===== config.mk =====
export PLATFORM = sky130hd
export DESIGN_NAME = tt_mask_idx_arb
export DESIGN_NICKNAME = d
export VERILOG_FILES = /design/src/rtl/tt_mask_idx_arb.sv
export SDC_FILE = /design/constraint.sdc
export NUM_CORES = 1
export LEC_CHECK = 0
export ABC_AREA = 0
export CELL_PAD_IN_SITES_DETAIL_PLACEMENT = 0
export CELL_PAD_IN_SITES_GLOBAL_PLACEMENT = 2
export CORE_MARGIN = 4
export CORE_UTILIZATION = 22
export DETAILED_ROUTE_END_ITERATION = 7
export PLACE_DENSITY = 0.84
export SLEW_MARGIN = 20
export SYNTH_ARGS = -nofsm -noshare
export SYNTH_HDL_FRONTEND = slang
export SYNTH_SLANG_ARGS = --single-unit

===== constraint.sdc =====
create_clock -name i_clk -period 3.3 [get_ports i_clk]
set_clock_uncertainty 0.1 [all_clocks]
set_input_delay 0.66 -clock i_clk [delete_from_list [all_inputs] [get_ports i_clk]]
set_output_delay 0.66 -clock i_clk [all_outputs]
set_load 0.01 [all_outputs]

===== src/rtl/tt_mask_idx_arb.sv =====
// tt_mask_idx_arb
// Two-requester, burst-aware round-robin arbiter feeding one credited downstream channel.
// Once a requester wins with last=0 it owns the channel until it sends an item with last=1.
// Downstream outputs are registered, so each accepted item appears one cycle after its
// ready/valid handshake.
//
// Ports:
//   i_clk, i_reset_n                     clock, async active-low reset
//   i_reqN_valid/item/last, o_reqN_ready requester N handshake (ready is combinational)
//   i_mask_idx_credit                    one-cycle pulse returning one downstream credit
//   i_flush                              synchronous abort of the current burst
//   o_mask_idx_valid/item/last_idx/src   registered downstream channel
//   o_credits                            current credit count
//   o_busy                               high while a burst owns the channel
//   o_credit_err                         sticky credit-overflow flag
module tt_mask_idx_arb #(
  parameter int unsigned MASK_CREDITS = 2,
  localparam int unsigned CW = $clog2(MASK_CREDITS + 1)
) (
  input  logic          i_clk,
  input  logic          i_reset_n,
  input  logic          i_req0_valid,
  input  logic [64:0]   i_req0_item,
  input  logic          i_req0_last,
  output logic          o_req0_ready,
  input  logic          i_req1_valid,
  input  logic [64:0]   i_req1_item,
  input  logic          i_req1_last,
  output logic          o_req1_ready,
  input  logic          i_mask_idx_credit,
  input  logic          i_flush,
  output logic          o_mask_idx_valid,
  output logic [64:0]   o_mask_idx_item,
  output logic          o_mask_idx_last_idx,
  output logic          o_mask_idx_src,
  output logic [CW-1:0] o_credits,
  output logic          o_busy,
  output logic          o_credit_err
);

  typedef enum logic {StIdle, StBurst} state_e;

  state_e        state_q, state_d;
  logic          owner_q, owner_d;
  logic          rr_q, rr_d;
  logic [CW-1:0] credits_q, credits_d;
  logic          err_q, err_d;

  logic          out_valid_q;
  logic [64:0]   out_item_q;
  logic          out_last_q;
  logic          out_src_q;

  logic [CW:0]   avail;
  logic [CW:0]   next_cnt;
  logic          cand;
  logic          cand_valid;
  logic          cand_last;
  logic          fire;

  // A credit returned this cycle can be spent this cycle.
  assign avail = {1'b0, credits_q} + {{CW{1'b0}}, i_mask_idx_credit};

  // Candidate selection: the owner during a burst, otherwise the sole valid requester
  // or, on contention, the one rr points at.
  always_comb begin
    cand = 1'b0;
    if (state_q == StBurst) begin
      cand = owner_q;
    end else if (i_req0_valid && i_req1_valid) begin
      cand = rr_q;
    end else begin
      cand = i_req1_valid;
    end
    cand_valid = cand ? i_req1_valid : i_req0_valid;
    cand_last  = cand ? i_req1_last  : i_req0_last;
    // Gating with i_reset_n keeps both readies low while reset is held.
    fire = cand_valid && (avail != '0) && !i_flush && i_reset_n;
    o_req0_ready = fire && !cand;
    o_req1_ready = fire && cand;
  end

  // Credit counter with saturation at MASK_CREDITS on overflow.
  always_comb begin
    credits_d = credits_q;
    err_d     = err_q;
    next_cnt  = avail - {{CW{1'b0}}, fire};
    if (next_cnt > (CW + 1)'(MASK_CREDITS)) begin
      credits_d = CW'(MASK_CREDITS);
      err_d     = 1'b1;
    end else begin
      credits_d = next_cnt[CW-1:0];
    end
  end

  // FSM / owner / round-robin pointer.
  always_comb begin
    state_d = state_q;
    owner_d = owner_q;
    rr_d    = rr_q;
    if (i_flush) begin
      state_d = StIdle;
      rr_d    = 1'b0;
    end else if (fire) begin
      unique case (state_q)
        StIdle: begin
          rr_d = ~cand;
          if (!cand_last) begin
            state_d = StBurst;
            owner_d = cand;
          end
        end
        StBurst: begin
          if (cand_last) state_d = StIdle;
        end
        default: state_d = StIdle;
      endcase
    end
  end

  always_ff @(posedge i_clk or negedge i_reset_n) begin
    if (!i_reset_n) begin
      state_q   <= StIdle;
      owner_q   <= 1'b0;
      rr_q      <= 1'b0;
      credits_q <= CW'(MASK_CREDITS);
      err_q     <= 1'b0;
    end else begin
      state_q   <= state_d;
      owner_q   <= owner_d;
      rr_q      <= rr_d;
      credits_q <= credits_d;
      err_q     <= err_d;
    end
  end

  // Downstream register: valid follows fire; payload holds when nothing fires.
  always_ff @(posedge i_clk or negedge i_reset_n) begin
    if (!i_reset_n) begin
      out_valid_q <= 1'b0;
      out_item_q  <= '0;
      out_last_q  <= 1'b0;
      out_src_q   <= 1'b0;
    end else begin
      out_valid_q <= fire;
      if (fire) begin
        out_item_q <= cand ? i_req1_item : i_req0_item;
        out_last_q <= cand_last;
        out_src_q  <= cand;
      end
    end
  end

  assign o_mask_idx_valid    = out_valid_q;
  assign o_mask_idx_item     = out_item_q;
  assign o_mask_idx_last_idx = out_last_q;
  assign o_mask_idx_src      = out_src_q;
  assign o_credits           = credits_q;
  assign o_busy              = (state_q == StBurst);
  assign o_credit_err        = err_q;

endmodule


==> results by group <==
Outcome
  – Status: completed

Yosys
  – Syn Area/Cell: 12.6 um^2
  – Cell count after synthesis: 273
  – Post-Syn Nets: 415
  – Netlist Area Pre-Place: 0.00344 mm^2
  – Seq/Total Area, Yosys: 0.539
  – Synth unique cells: 30
  – Count of state elements after synthesis: 74
  – Yosys warns: 0

Floorplan
  – Die Y-Extent: 133 um
  – Initial core utilization: 0.226
  – IO Pins: 212
  – Rows: 45
  – DIE AREA: 0.0177 mm^2
  – Core area: 0.0153 mm^2
  – Die Wd: 133 um

Drt
  – Total number of vias: 3281
  – WL per Instance: 17.8 um
  – Total Routed Length: 12300 um
  – Avg Vias per Cell: 4.75
  – Post-DRT Antenna Nets: 0
  – DRC errors left: 0
  – DRT iter0 DRCs: 95
  – 1st-pass router iterations: 4

Clock network
  – CTS Root Cell: clkbuf_16
  – Num CTS Buffers: 9
  – Deepest clock path buffer count: 2
  – Worst-path clk slew: 60 ps
  – Clock sinks: 74
  – # H-tree levels: 3
  – CTS tree: yes
  – Worst-Skew Late Latency: 330 ps

Worst hold path
  – Min-Delay Path Class: in -> async

STA
  – Final Hold Vio Count: 0
  – Worst slew pin tran: 757 ps
  – RSZ-0062 raised after global routing: false
  – Setup TNS: 0 ps
  – Final setup vio count: 0
  – Slew headroom: 0.495
  – Max-slew violation count: 0
  – Tmin final: 3160 ps
  – F_max: 0.317 GHz
  – Period utilisation layout: 0.956

Final layout
  – Final std cells w/o fill: 691
  – Register area: 0.00185 mm^2
  – Most frequent cells in the layout: 208 x clkdlybuf4s50_1, 73 x dfrtp_1, 66 x a21boi_0
  – Final core occ: 0.394
  – Design area: 0.00601 mm^2
  – Most common cell after layout, fill and taps aside: clkdlybuf4s50_1
  – Inserted Diodes: 0
  – Fillers: 1510
  – Layout cells sized above 1: 0.0708
  – Area grow syn2layout: 74.6%
  – Multi-input gate area: 0.00142 mm^2
  – Final Net Count: 617

Pwr
  – LEAKAGE: 2.43 nW
  – Cell Int Power: 3.18 mW
  – P per Cell Area: 760 mW/mm^2
  – Comb pwr share: 0.466
  – VDD IR max: 240 uV
  – Sw power: 1.39 mW
  – Net Sw Frac: 0.305
  – Power share of the clock group: 0.200
  – Sequential share of power: 0.334

Global routing
  – Initial antenna violation count: 0
  – First-pass GRT wire length: 19700 um
  – Largest net degree at the start of global routing: 75
  – Global route overflow: 0
  – Vias in the first global route: 3598
  – GRT Total Usage: 0.139

Placement
  – Hpwl dp: 8520 um
  – RD Place Congestion: 0.744
  – Placed Cells: 675
  – Port Buffers: 211
  – Post-Place Cell Area: 0.00573 mm^2

Worst setup path
  – CP Launch Type: input pin
  – CP Capture Type: primary output
  – Critical path class: in -> out
  – CP required: 2540 ps
  – Crit path max fanout: 4
  – Critical path arrival: 2400 ps

Run
  – # Max-Cap Violations: 0
==> synthesized netlist by cell type <==
| cell | instances | share of area |
|---|---|---|
| a21boi_0 | 66 | 0.14 |
| a21boi_4 | 1 | 0.0055 |
| a21o_1 | 1 | 0.0022 |
| a21oi_1 | 2 | 0.0029 |
| a221o_1 | 65 | 0.19 |
| a22o_1 | 1 | 0.0025 |
| and2_4 | 1 | 0.0025 |
| and3_4 | 1 | 0.0033 |
| buf_1 | 3 | 0.0033 |
| buf_2 | 4 | 0.0058 |
| buf_6 | 6 | 0.020 |
| clkbuf_1 | 15 | 0.016 |
| dfrtp_1 | 73 | 0.53 |
| dfstp_2 | 1 | 0.0076 |
| ha_1 | 4 | 0.015 |
| inv_1 | 4 | 0.0044 |
| mux2_2 | 2 | 0.0065 |
| mux2i_1 | 1 | 0.0029 |
| nand2_1 | 6 | 0.0065 |
| nand2b_1 | 3 | 0.0055 |
| nand3_1 | 1 | 0.0015 |
| nor2_1 | 3 | 0.0033 |
| nor2b_1 | 2 | 0.0036 |
| o2111ai_1 | 1 | 0.0025 |
| o21ai_0 | 1 | 0.0015 |
| o21ba_2 | 1 | 0.0029 |
| o22a_1 | 1 | 0.0025 |
| or2_2 | 1 | 0.0018 |
| or3_1 | 1 | 0.0018 |
| xnor2_1 | 1 | 0.0025 |
==> sequential cells by signal (all words and copies together), names as in the netlist <==
name	flops
rr_q	1
o_mask_idx_valid	1
o_mask_idx_item	65
owner_q	1
o_mask_idx_src	1
o_mask_idx_last_idx	1
o_credits	2
o_credit_err	1
o_busy	1
==> power groups by stage <==
| stage | Sequential (mW) | Clock (mW) | Combinational (mW) |
|---|---|---|---|
| 4_1_cts | 1.53 | 0.955 | 2.15 |
| 5_1_grt | 1.58 | 1.00 | 2.27 |
| 6_report | 1.53 | 0.915 | 2.13 |
| 3_5_place_dp | 1.53 | 0 | 2.14 |
| 2_1_floorplan | 1.72 | 0 | 0.714 |
| 3_3_place_gp | 1.52 | 0 | 2.13 |
==> routing by layer <==
metal,up-vias,part of all wire,track usage
met4,0,0.022,0.0612
met5,-,0,0
met2,143,0.48,0.223
met1,1630,0.42,0.172
li1,1492,-,-
met3,16,0.075,0.0407
==> worst max-delay path, stage by stage <==
cell and delay, ps:
clkdlybuf4s50_1 400, ha_1 200, ha_1 280, or3_4 390, and2_4 180, a21boi_4 140, clkbuf_2 140
==> final cells by class <==
cell class / count / share of cell area
Sequential cell: 74 / 0.308
Timing Repair Buffer: 219 / 0.362
Tap cell: 211 / 0.0439
Clock buffer: 14 / 0.0439
Inverter: 4 / 0.00250
Multi-Input combinational cell: 167 / 0.237
Clock inverter: 2 / 0.00208
==> per-stage QoR <==
step	hold WS [ps]	setup slack (ps)	total power, mW
after floorplan	264	436	2.43
after global placement	363	-205	3.65
after detailed placement	369	-215	3.67
after CTS	390	34.4	4.64
after global routing	423	63.3	4.85
final	361	145	4.57
==> cells by family after synthesis <==
| group | synth area share |
|---|---|
| simple gates | 0.0298 |
| buf+inv | 0.0495 |
| fa+ha+maj | 0.0145 |
| flops | 0.539 |
| xor+xnor | 0.00255 |
| compound gates | 0.356 |
| mux | 0.00945 |
==> final timing paths <==
path,startpoint,slack (ps),cells past startpoint,end
max in group asynchronous,i_reset_n,2290,2,o_mask_idx_item[44]
min reg2reg,o_credit_err,380,2,o_credit_err
min in group i_clk,o_credit_err,380,2,o_credit_err
max,i_mask_idx_credit,140,7,o_req1_ready
max reg2reg,o_credits[0],570,12,o_credits[0]
min,i_reset_n,360,2,o_mask_idx_item[15]
==> what timing repair did <==
action                                  in CTS  in global routing
hold buffers                                 0                  0
buffers inserted                             0                  0
endpoints found under the setup margin       2                  2
resized for setup                            5                  2
No activity file was read; power rests on OpenSTA's default activity.
